==> src/rtl/bju_redirect_ctrl.sv <==
`default_nettype none
// ============================================================================
// Module   : bju_redirect_ctrl
// Function : Converts BJU resolutions into a registered frontend redirect and
//            buffers BPU training updates in a small FIFO.
// Revision : 1.0
// ============================================================================
module bju_redirect_ctrl #(
    parameter int ROB_DEPTH = 32,
    parameter int UPD_DEPTH = 4,
    localparam int RW = $clog2(ROB_DEPTH)
) (
    input  logic          clock,
    input  logic          reset,
    input  logic          bju_valid,
    output logic          bju_ready,
    input  logic [31:0]   bju_pc,
    input  logic [31:0]   bju_target,
    input  logic          bju_mispredict,
    input  logic          bju_taken,
    input  logic [2:0]    bju_cf,
    input  logic [RW-1:0] bju_rob_idx,
    input  logic [RW-1:0] rob_head,
    input  logic          commit_valid,
    input  logic [RW-1:0] commit_rob_idx,
    input  logic          exc_flush,
    output logic          redirect_valid,
    output logic [31:0]   redirect_pc,
    output logic [RW-1:0] redirect_rob_idx,
    output logic          upd_valid,
    input  logic          upd_ready,
    output logic [31:0]   upd_pc,
    output logic [31:0]   upd_target,
    output logic          upd_taken,
    output logic [2:0]    upd_cf
);

    localparam int         c_PW      = $clog2(UPD_DEPTH);
    localparam int         c_CW      = c_PW + 1;
    localparam logic [2:0] c_CF_NONE = 3'd0;
    localparam logic [0:0] c_ST_IDLE = 1'b0;
    localparam logic [0:0] c_ST_KILL = 1'b1;

    logic [0:0]    r_state;
    logic [0:0]    w_state_nxt;
    logic [RW-1:0] r_kill_tag;
    logic [RW-1:0] w_kill_tag_nxt;

    logic [c_PW-1:0] r_wr_ptr;
    logic [c_PW-1:0] r_rd_ptr;
    logic [c_CW-1:0] r_count;

    logic [31:0] r_pc_mem    [UPD_DEPTH];
    logic [31:0] r_tgt_mem   [UPD_DEPTH];
    logic        r_taken_mem [UPD_DEPTH];
    logic [2:0]  r_cf_mem    [UPD_DEPTH];

    logic          w_accept;
    logic          w_drop;
    logic          w_fire;
    logic          w_enq;
    logic          w_deq;
    logic          w_full;
    logic [RW-1:0] w_age_bju;
    logic [RW-1:0] w_age_kill;

    // Ages are distances from the ROB head; RW-bit subtraction gives the modulo.
    assign w_age_bju  = bju_rob_idx - rob_head;
    assign w_age_kill = r_kill_tag - rob_head;

    assign upd_valid  = (r_count != '0);
    assign w_deq      = upd_valid && upd_ready;
    assign w_full     = (r_count == c_CW'(UPD_DEPTH));
    assign bju_ready  = !w_full || w_deq;
    assign w_accept   = bju_valid && bju_ready;

    // State register
    always_ff @(posedge clock) begin
        if (reset) begin
            r_state    <= c_ST_IDLE;
            r_kill_tag <= '0;
        end else begin
            r_state    <= w_state_nxt;
            r_kill_tag <= w_kill_tag_nxt;
        end
    end

    // Next-state logic: a flush wins over everything, a newer redirect over a commit
    always_comb begin
        w_state_nxt    = r_state;
        w_kill_tag_nxt = r_kill_tag;
        if (exc_flush) begin
            w_state_nxt = c_ST_IDLE;
        end else if (w_fire) begin
            w_state_nxt    = c_ST_KILL;
            w_kill_tag_nxt = bju_rob_idx;
        end else if ((r_state == c_ST_KILL) && commit_valid &&
                     (commit_rob_idx == r_kill_tag)) begin
            w_state_nxt = c_ST_IDLE;
        end
    end

    // Output decode
    always_comb begin
        w_drop = w_accept && (r_state == c_ST_KILL) && (w_age_bju > w_age_kill);
        w_fire = w_accept && !w_drop && bju_mispredict && !exc_flush &&
                 ((r_state == c_ST_IDLE) || (w_age_bju < w_age_kill));
        w_enq  = w_accept && !w_drop && (bju_cf != c_CF_NONE);
    end

    always_ff @(posedge clock) begin
        if (reset) begin
            redirect_valid   <= 1'b0;
            redirect_pc      <= '0;
            redirect_rob_idx <= '0;
        end else begin
            redirect_valid <= w_fire;
            if (w_fire) begin
                redirect_pc      <= bju_target;
                redirect_rob_idx <= bju_rob_idx;
            end
        end
    end

    // Storage needs no reset: entries are only visible below r_count.
    always_ff @(posedge clock) begin
        if (w_enq) begin
            r_pc_mem[r_wr_ptr]    <= bju_pc;
            r_tgt_mem[r_wr_ptr]   <= bju_target;
            r_taken_mem[r_wr_ptr] <= bju_taken;
            r_cf_mem[r_wr_ptr]    <= bju_cf;
        end
    end

    always_ff @(posedge clock) begin
        if (reset) begin
            r_wr_ptr <= '0;
            r_rd_ptr <= '0;
            r_count  <= '0;
        end else begin
            if (w_enq) begin
                r_wr_ptr <= r_wr_ptr + c_PW'(1);
            end
            if (w_deq) begin
                r_rd_ptr <= r_rd_ptr + c_PW'(1);
            end
            if (w_enq && !w_deq) begin
                r_count <= r_count + c_CW'(1);
            end else if (!w_enq && w_deq) begin
                r_count <= r_count - c_CW'(1);
            end
        end
    end

    assign upd_pc     = r_pc_mem[r_rd_ptr];
    assign upd_target = r_tgt_mem[r_rd_ptr];
    assign upd_taken  = r_taken_mem[r_rd_ptr];
    assign upd_cf     = r_cf_mem[r_rd_ptr];

endmodule
`default_nettype wire

==> config.mk <==
export PLATFORM = sky130hd
export DESIGN_NAME = bju_redirect_ctrl
export DESIGN_NICKNAME = d
export VERILOG_FILES = /design/src/rtl/bju_redirect_ctrl.sv
export SDC_FILE = /design/constraint.sdc
export NUM_CORES = 1
export LEC_CHECK = 0
export CORE_UTILIZATION = 35
export CTS_CLUSTER_SIZE = 25
export DETAILED_ROUTE_END_ITERATION = 12
export GPL_TIMING_DRIVEN = 0
export PLACE_DENSITY = 0.6
export SLEW_MARGIN = 20
export SYNTH_ARGS = -nofsm -noshare
export SYNTH_HDL_FRONTEND = slang
export SYNTH_SLANG_ARGS = --single-unit
==> constraint.sdc <==
create_clock -name clock -period 6.2 [get_ports clock]
set_input_delay 1.24 -clock clock [delete_from_list [all_inputs] [get_ports clock]]
set_output_delay 1.24 -clock clock [all_outputs]
set_load 0.005 [all_outputs]
==> results of run 1 <==
## kinds of logic after synthesis
group,Yosys count
and+or+nand+nor,70
buffers and inverters,38
adders and majority gates,20
xor gates and xnor gates,18
AOI/OAI and AO/OA,18
muxes,113
DFF,325
## path summary, 6_finish.rpt
kind | from | to | slack (ps) | depth (start not counted)
worst min register to register | redirect_pc[3] | redirect_pc[3] | 490 | 2
worst min-delay path | redirect_pc[3] | redirect_pc[3] | 490 | 2
worst max-delay path | bju_rob_idx[0] | r_count[2] | 1350 | 19
worst max register to register | r_kill_tag[0] | r_count[2] | 2230 | 18
## cell usage in the layout (no fill, tap or decap), types with 8 or more instances in the layout
master,n
edfxtp_1,272
clkdlybuf4s50_1,196
mux4_2,68
dfxtp_1,53
nor2_1,49
mux2i_1,44
clkbuf_16,39
clkbuf_1,23
ha_1,17
inv_1,11
xor2_1,11
a21oi_1,8
## flip-flops by register name, summed over array words and instances (netlist names), 3 cells and up, named ones only
| name | count |
|---|---|
| redirect_pc | 32 |
| r_taken_mem | 4 |
| r_count | 3 |
| r_kill_tag | 5 |
| redirect_rob_idx | 5 |
| r_tgt_mem | 128 |
| r_pc_mem | 128 |
| r_cf_mem | 12 |
## per-layer routing
layer | up-vias | global-route usage | share of wire | wire length [µm]
li1 | 2872 | - | - | -
met1 | 3165 | 0.194 | 0.44 | 11400
met2 | 169 | 0.241 | 0.48 | 12600
met3 | 37 | 0.0397 | 0.063 | 1640
met4 | 2 | 0.0347 | 0.015 | 391
met5 | - | 0 | 0.00050 | 13
## power breakdown
| part | switching [mW] | internal, mW |
|---|---|---|
| Combinational | 0.579 | 0.807 |
| Sequential | 0.0442 | 2.54 |
| Clock | 0.837 | 1.19 |
## critical path: stages
cell	delay, ps
clkdlybuf4s50_1	500
inv_1	100
ha_1	150
inv_1	60
fa_1	400
a21o_1	190
a21oi_1	180
xnor2_1	100
ha_1	310
a21oi_1	140
nor2b_1	70
a31o_2	230
a21oi_2	360
ha_1	250
inv_1	60
fa_1	370
xor2_1	150
or3_1	300
a21oi_1	140
## final cells by class
| cell class | instances | area share |
|---|---|---|
| buffer | 27 | 0.0113 |
| clock buffer | 51 | 0.0653 |
| clock inverter | 16 | 0.00560 |
| inverter | 11 | 0.00257 |
| multi-input combinational | 239 | 0.178 |
| sequential | 325 | 0.573 |
| tap | 455 | 0.0354 |
| timing repair buffer | 200 | 0.129 |
## synth_stat cells (all sizes together)
master	count	area [µm²]
buf	13	130
mux2	1	11.3
a21o	4	30.0
o311ai	1	8.76
nand4	1	6.26
xor2	11	96.3
mux4	68	1530
a31o	1	8.76
clkbuf	14	52.6
edfxtp	272	8170
fa	3	60.1
ha	17	213
nor4	1	6.26
dfxtp	53	1060
a21oi	9	48.8
or3	2	12.5
a311oi	1	8.76
nor3	2	10.0
nor2b	2	12.5
or4b	1	13.8
nor2	49	184
nand3	2	10.0
nand2	2	7.51
and2	5	31.3
o21ai	2	10.0
nand4b	1	15.0
inv	11	41.3
mux2i	44	440
nand2b	2	12.5
xnor2	7	61.3
==> results.txt, run 1 <==
The share of post-route cells with drive strength above 1 came out at 0.167. The setup path with the least slack is of type in -> reg. The filler-free cell count of the finished design is between 1,000 and 1,500.

In the finished design, the share of the clock period the worst path needs comes to 0.782. The critical path capture point type is a flip-flop. The category of the worst setup path launch point is an input pin. The max-slew headroom at the worst pin is 0.466. The source-to-sink clock delay at the later pin of the worst-skew pair is 510 ps. The core outline area is 34,500 µm².

The multi-input combinational cells in the finished layout cover a total of 2860 µm². The final net count came out at between 900 and 1,000. The residual overflow from global routing is 0. IR analysis of the VDD net gives a maximum drop of 0.179 mV. The adder-cell share of the synthesized area came out at 0.0222.

The total inserted antenna cells came out at 0. The max-cap check violation count is 0. The final layout contains routed wiring with a total length of 26,000 µm.

The first-pass GRT wire length came out at between 30,000 and 40,000 µm. For this run, design rule violations remaining after detail routing come to 0. The HPWL after detailed placement came out at 16,600 µm.

The number of buffers inserted by port buffering is around 200. The placed instances occupy a cell area of 15,000 µm². The number of setup buffers added after CTS came out at 0.

In this run the core area contains 68 standard-cell rows. The area added between synthesis and finish came out at 30.8%. The sequential share of the synthesized area is 0.750. The required time of the critical path came out at 6640 ps. The top-level port count came out at between 150 and 200. After clock tree synthesis, the clock-pin slew on the worst setup and hold paths is 60 ps. The cell count after synthesis came out at around 600. The area of the die came out at about 36,000 µm². Setup repair after global routing left no endpoint under its margin. The number of pins exceeding their max-slew limit in the final report came out at 0. The fraction of synthesized cell area in xor and xnor cells is 0.0128. The final worst slack is 1350 ps. The worst path needs 4850 ps of the cycle, external delays included.

The final routed wire length divided by cell count is 19.6 µm. For this run, the top clock speed supported by timing is 206 MHz. STA puts the critical path data arrival time at 5290 ps. The width of the chip is roughly 190 µm. The distinct cell type count of the synthesized netlist came out at 34. The remaining antenna violation count is 0.

TritonCTS built the clock tree. The pin count of the biggest net entering global routing came out at 44. In this run, synthesis produced a sequential element count of ~330. The total negative setup slack came out at 0 ps. The area fraction in compound gates after synthesis is 0.00936. Buffers inserted during clock tree synthesis total 37.

The number of fillers in the final layout is 2,989. The average vias per placed instance is 4.72. The total number of H-tree levels is 2.

The post-synthesis simple-gate area fraction is 0.0261. The cell area power density is approximately 370 nW/µm². The number of setup violations in the final report came out at 0. The utilization of the core after routing came out at 0.466.

The overall track demand over capacity in global routing is 0.147. Counting every net in the synthesized netlist gives 712. The routability congestion estimate from global placement came out at 0.750.

The flow ran to the end, and the final reports show no timing, DRC or antenna violations. For this configuration, the core starts out at a cell density of 0.356. In this run the worst path has a maximum fanout of 7. The maximum buffer depth of the clock tree is 3. The multiplexer fraction of the synthesized cell area is 0.161.

The number of warning messages in the yosys log is 0. Once placement completed, the tool counted placed cells totaling 1,257. The register cell area after layout is roughly 9200 µm². The mean instance size in the synthesized netlist is 20.4 µm². The quantity of gates resized following cts is 0. The clock net in this run drives a total of 325 sinks. The synthesized area is 12,300 µm². The via count of the first global-routing pass is 6,668. The first-pass detailed-route iteration total is 4. The worst clock skew on the final layout came out at approximately 15 ps. The worst setup slack after placement came out at 789 ps. The number of hold buffers added after CTS came out at 0. The number of antenna violations at the first check in global routing came to 1.

The total power of the final layout is between 5 and 6 mW. The initial DRC count is 287. The final non-filler cell area is 16,100 µm². CTS placed an instance of clkbuf_16 at the clock tree root. The worst hold slack is 492 ps. The leakage power total is 5.30 nW.

The worst-margin pin slew is between 800 and 900 ps. After synthesis, the largest family of logic cells by area is multiplexers. The total via count in the routed design is 6,245. The die height is 189 µm.

The total count of hold-check failures in the final report was 0. The path class of the tightest hold or removal check is reg -> reg.
(Power assumes the default switching activity.)
==> run 2, diff against run 1 <==
==> constraint.sdc (replaced) <==
create_clock -name clock -period 5.1 [get_ports clock]
set_input_delay 1.02 -clock clock [delete_from_list [all_inputs] [get_ports clock]]
set_output_delay 1.02 -clock clock [all_outputs]
set_load 0.005 [all_outputs]
==> results of run 2 <==
Same layout as run 1 (identical final DEF). Status: completed.
Among the figures that moved: setup slack after placement 789 ps -> -90.7 ps; setup slack after layout 1350 ps -> 469 ps; register-to-register setup slack 2230 ps -> 1130 ps; total power 6.00 mW -> 7.29 mW; worst IR drop on VDD 0.179 mV -> 0.217 mV
==> run 3, diff against run 2 <==
--- a/config.mk
+++ b/config.mk
@@ -5,6 +5,7 @@
 export SDC_FILE = /design/constraint.sdc
 export NUM_CORES = 1
 export LEC_CHECK = 0
+export CORE_ASPECT_RATIO = 1.4
 export CORE_UTILIZATION = 35
 export CTS_CLUSTER_SIZE = 25
 export DETAILED_ROUTE_END_ITERATION = 12
==> run 3 against run 2 <==
  * Sequential share of layout area grew 0.52 points
  * Worst hold slack improved by 1.2 ps
  * Die area is essentially flat
  * Via count increased by 0.32%
  * Critical endpoint unchanged
==> results.txt, run 3 (synthesized netlist as in run 1, its figures left out) <==
The total number of H-tree levels came out at 1. The worst reg2reg path startpoint is r_kill_tag[0]. The average vias per placed instance is between 4 and 5. The clock period minus worst slack came out at 4690 ps. The number of sinks handled by clock tree synthesis came out at 325. The worst setup path is launched from an input pin.

The cell at the slowest stage of the critical path is clkdlybuf4s50_1. The initial core utilization came out at 0.358. In the final layout, the multi-input gates occupy 2860 µm². In the final layout, the registers with the most flip-flops are r_pc_mem x128, r_tgt_mem x128, redirect_pc x32. The filler-free cell count of the finished design is 1,311. In this run the vertical extent of the chip is 224 µm. The critical path contains buffers and inverters numbering 4 combined. Power comes to between 7 and 8 mW. The critical path goes through clkdlybuf4s50_1, inv_1, ha_1, inv_1, fa_1, a21o_1, a21oi_1, xnor2_1, ha_1, a21oi_1, nor2b_1, a31o_2, a21oi_2, ha_1, inv_1, fa_1, xor2_1, or3_1, a21oi_1. The first-pass detailed-route iteration total is 4. The portion of total power attributed to combinational logic is 0.241. The worst setup path is captured at a flip-flop.

The run finished with clean final reports. The switching power share of the total is 0.244. The core outline area came out at 34,300 µm².

The residual overflow from global routing came out at 0. The commonest non-fill, non-tap cell in the layout is edfxtp_1. The number of hold buffers added after CTS came out at 0. Summed over all failing endpoints, the final setup total negative slack is 0 ps.

At the worst endpoint, the required time is 5590 ps. The via count of the first global-routing pass came to about 6,600. The quantity of gates resized following cts came out at 0. The final net count came out at approximately 950. The die is 160 µm wide. The worst setup path is of the in -> reg kind. The HPWL after detailed placement came out at 17,100 µm. The cell area after placement came out at 15,000 µm². The repair_antennas step left the layout with diodes totalling 0.

The leakage power total is 5.22 nW. Final hold analysis gives a worst-case slack of 493 ps. The area added between synthesis and finish came out at 29.6%. The number of cells in the design after placement came out at 1,255. The total count of hold-check failures in the final report was 0. Of the available clock period, the critical path in the final layout requires 0.919.

The tool flagged a number of max-cap violations equal to 0. The register cell area after layout is 9230 µm². The CTS tree is built.

Counting instances, the worst hold path has a depth of 2. The maximum buffer depth of the clock tree came out at 3. In this run the clock root is driven by a clkbuf_16. The area of the die is roughly 36,000 µm². The count of nets left with antenna violations once routing finished came out at 0. The final non-filler cell area is 16,000 µm². Along the worst path, the maximum fanout reaches 7. For the worst flop-to-flop path, the logic depth is 18. The number of clock buffers added by TritonCTS is 31. The top cell types in the final layout, fill and taps aside, are edfxtp_1, clkdlybuf4s50_1, mux4_2, dfxtp_1, nor2_1.

The total internal power is between 5 and 6 mW. The final wirelength is 25,800 µm. For the pin with the worst max-slew slack, the measured transition is 790 ps. The number of antenna violations at the first check in global routing was 0. The total via count in the routed design came out at ~6,300. The top-level port count came out at 198. The number of pins exceeding their max-slew limit in the final report came out at 0. The critical path starts at bju_rob_idx[0]. In this run the core area contains 80 standard-cell rows. The initial DRC count came out at 345. The max-slew headroom at the worst pin came out at 0.473. In the routed design, unresolved DRC markers number 0. The pin count of the biggest net entering global routing came out at 41.

The kind of cell adding the most delay to the critical path is adder cells. In this run the most critical hold path is launched from redirect_rob_idx[4]. Power spread over the standard cell area amounts to 443 nW/µm². The share of post-route cells with drive strength above 1 is 0.167. STA puts the critical path data arrival time at 5170 ps. The part of the power in the clock network came out at 0.314. The first-pass GRT wire length came out at a little under 40,000 µm. In the global route stage, overall resource usage came out at 0.145. The critical path's largest stage delay is a little over 500 ps. The worst clock skew on the final layout came out at 16.4 ps. The number of buffers inserted by port buffering came out at 196.

The number of fillers in the final layout came out at 2,986. The number of setup violations in the final report is 0. The share of total power dissipated in sequential elements is 0.445. The routability congestion estimate from global placement came out at 0.722. The switching power of the nets came out at 1.72 mW. VDD sags by at most between 0.2 and 0.25 mV. The final routed wire length divided by cell count is 19.6 µm. The critical path crosses 19 cells after its start point.

The source-to-sink clock delay at the later pin of the worst-skew pair came out at about 560 ps. For this run, the top clock speed supported by timing is 213 MHz. The clock transition at the register clock pins on the worst setup and hold paths after CTS came out at 70 ps.

The path class of the tightest hold or removal check is reg -> reg. The number of setup buffers added after CTS came out at 0. Setup repair after global routing left no endpoint under its margin.
==> run 3: cell count changes in the layout (fill, tap and decap cells not counted), sizes merged <==
cell | previous run | this run
bufinv | 0 | 3
inv | 15 | 12
clkinvlp | 2 | 5
clkinv | 10 | 12
buf | 17 | 19
clkbuf | 65 | 49
==> run 3: per-layer routing <==
metal  share of wire  wire (µm)  global-route usage  up-vias
li1                -          -                   -     2866
met1            0.39      10200               0.171     3197
met2            0.54      13800               0.270      160
met3           0.047       1210              0.0218       42
met4           0.022        567              0.0452        0
met5               0          0                   0        -
==> run 3: path summary, 6_finish.rpt <==
path,endpoint,slack [ps]
max reg2reg,r_count[2],1060
min reg2reg,redirect_rob_idx[4],490
max,r_count[2],410
min,redirect_rob_idx[4],490
==> run 3: worst min-delay path: stages, from the launching register on <==
cell     delay [ps]
dfxtp_1         330
mux2i_1          60
nor2_1           70
==> run 3: through the flow <==
stage               worst slack, ps  utilization
floorplan                      44.1            -
global placement              -2310        0.432
detailed placement             -158        0.436
CTS                             446        0.465
global route                    183        0.465
finish                          411        0.465
==> run 3: layout make-up <==
| type | instances | share of cell area |
|---|---|---|
| Timing Repair Buffer | 202 | 0.131 |
| Inverter | 11 | 0.00259 |
| Buffer | 27 | 0.0115 |
| Clock buffer | 35 | 0.0496 |
| Sequential cell | 325 | 0.579 |
| Tap cell | 451 | 0.0354 |
| Clock inverter | 21 | 0.0121 |
| Multi-Input combinational cell | 239 | 0.179 |
==> run 3: power by group through the flow <==
stage / Sequential, mW / Combinational, mW / Clock [mW]
5_1_grt: 3.16 / 1.85 / 2.37
3_5_place_dp: 3.20 / 1.75 / 0
4_1_cts: 3.14 / 1.76 / 2.28
3_3_place_gp: 3.22 / 1.71 / 0
2_1_floorplan: 3.19 / 0.861 / 0
6_report: 3.14 / 1.70 / 2.22
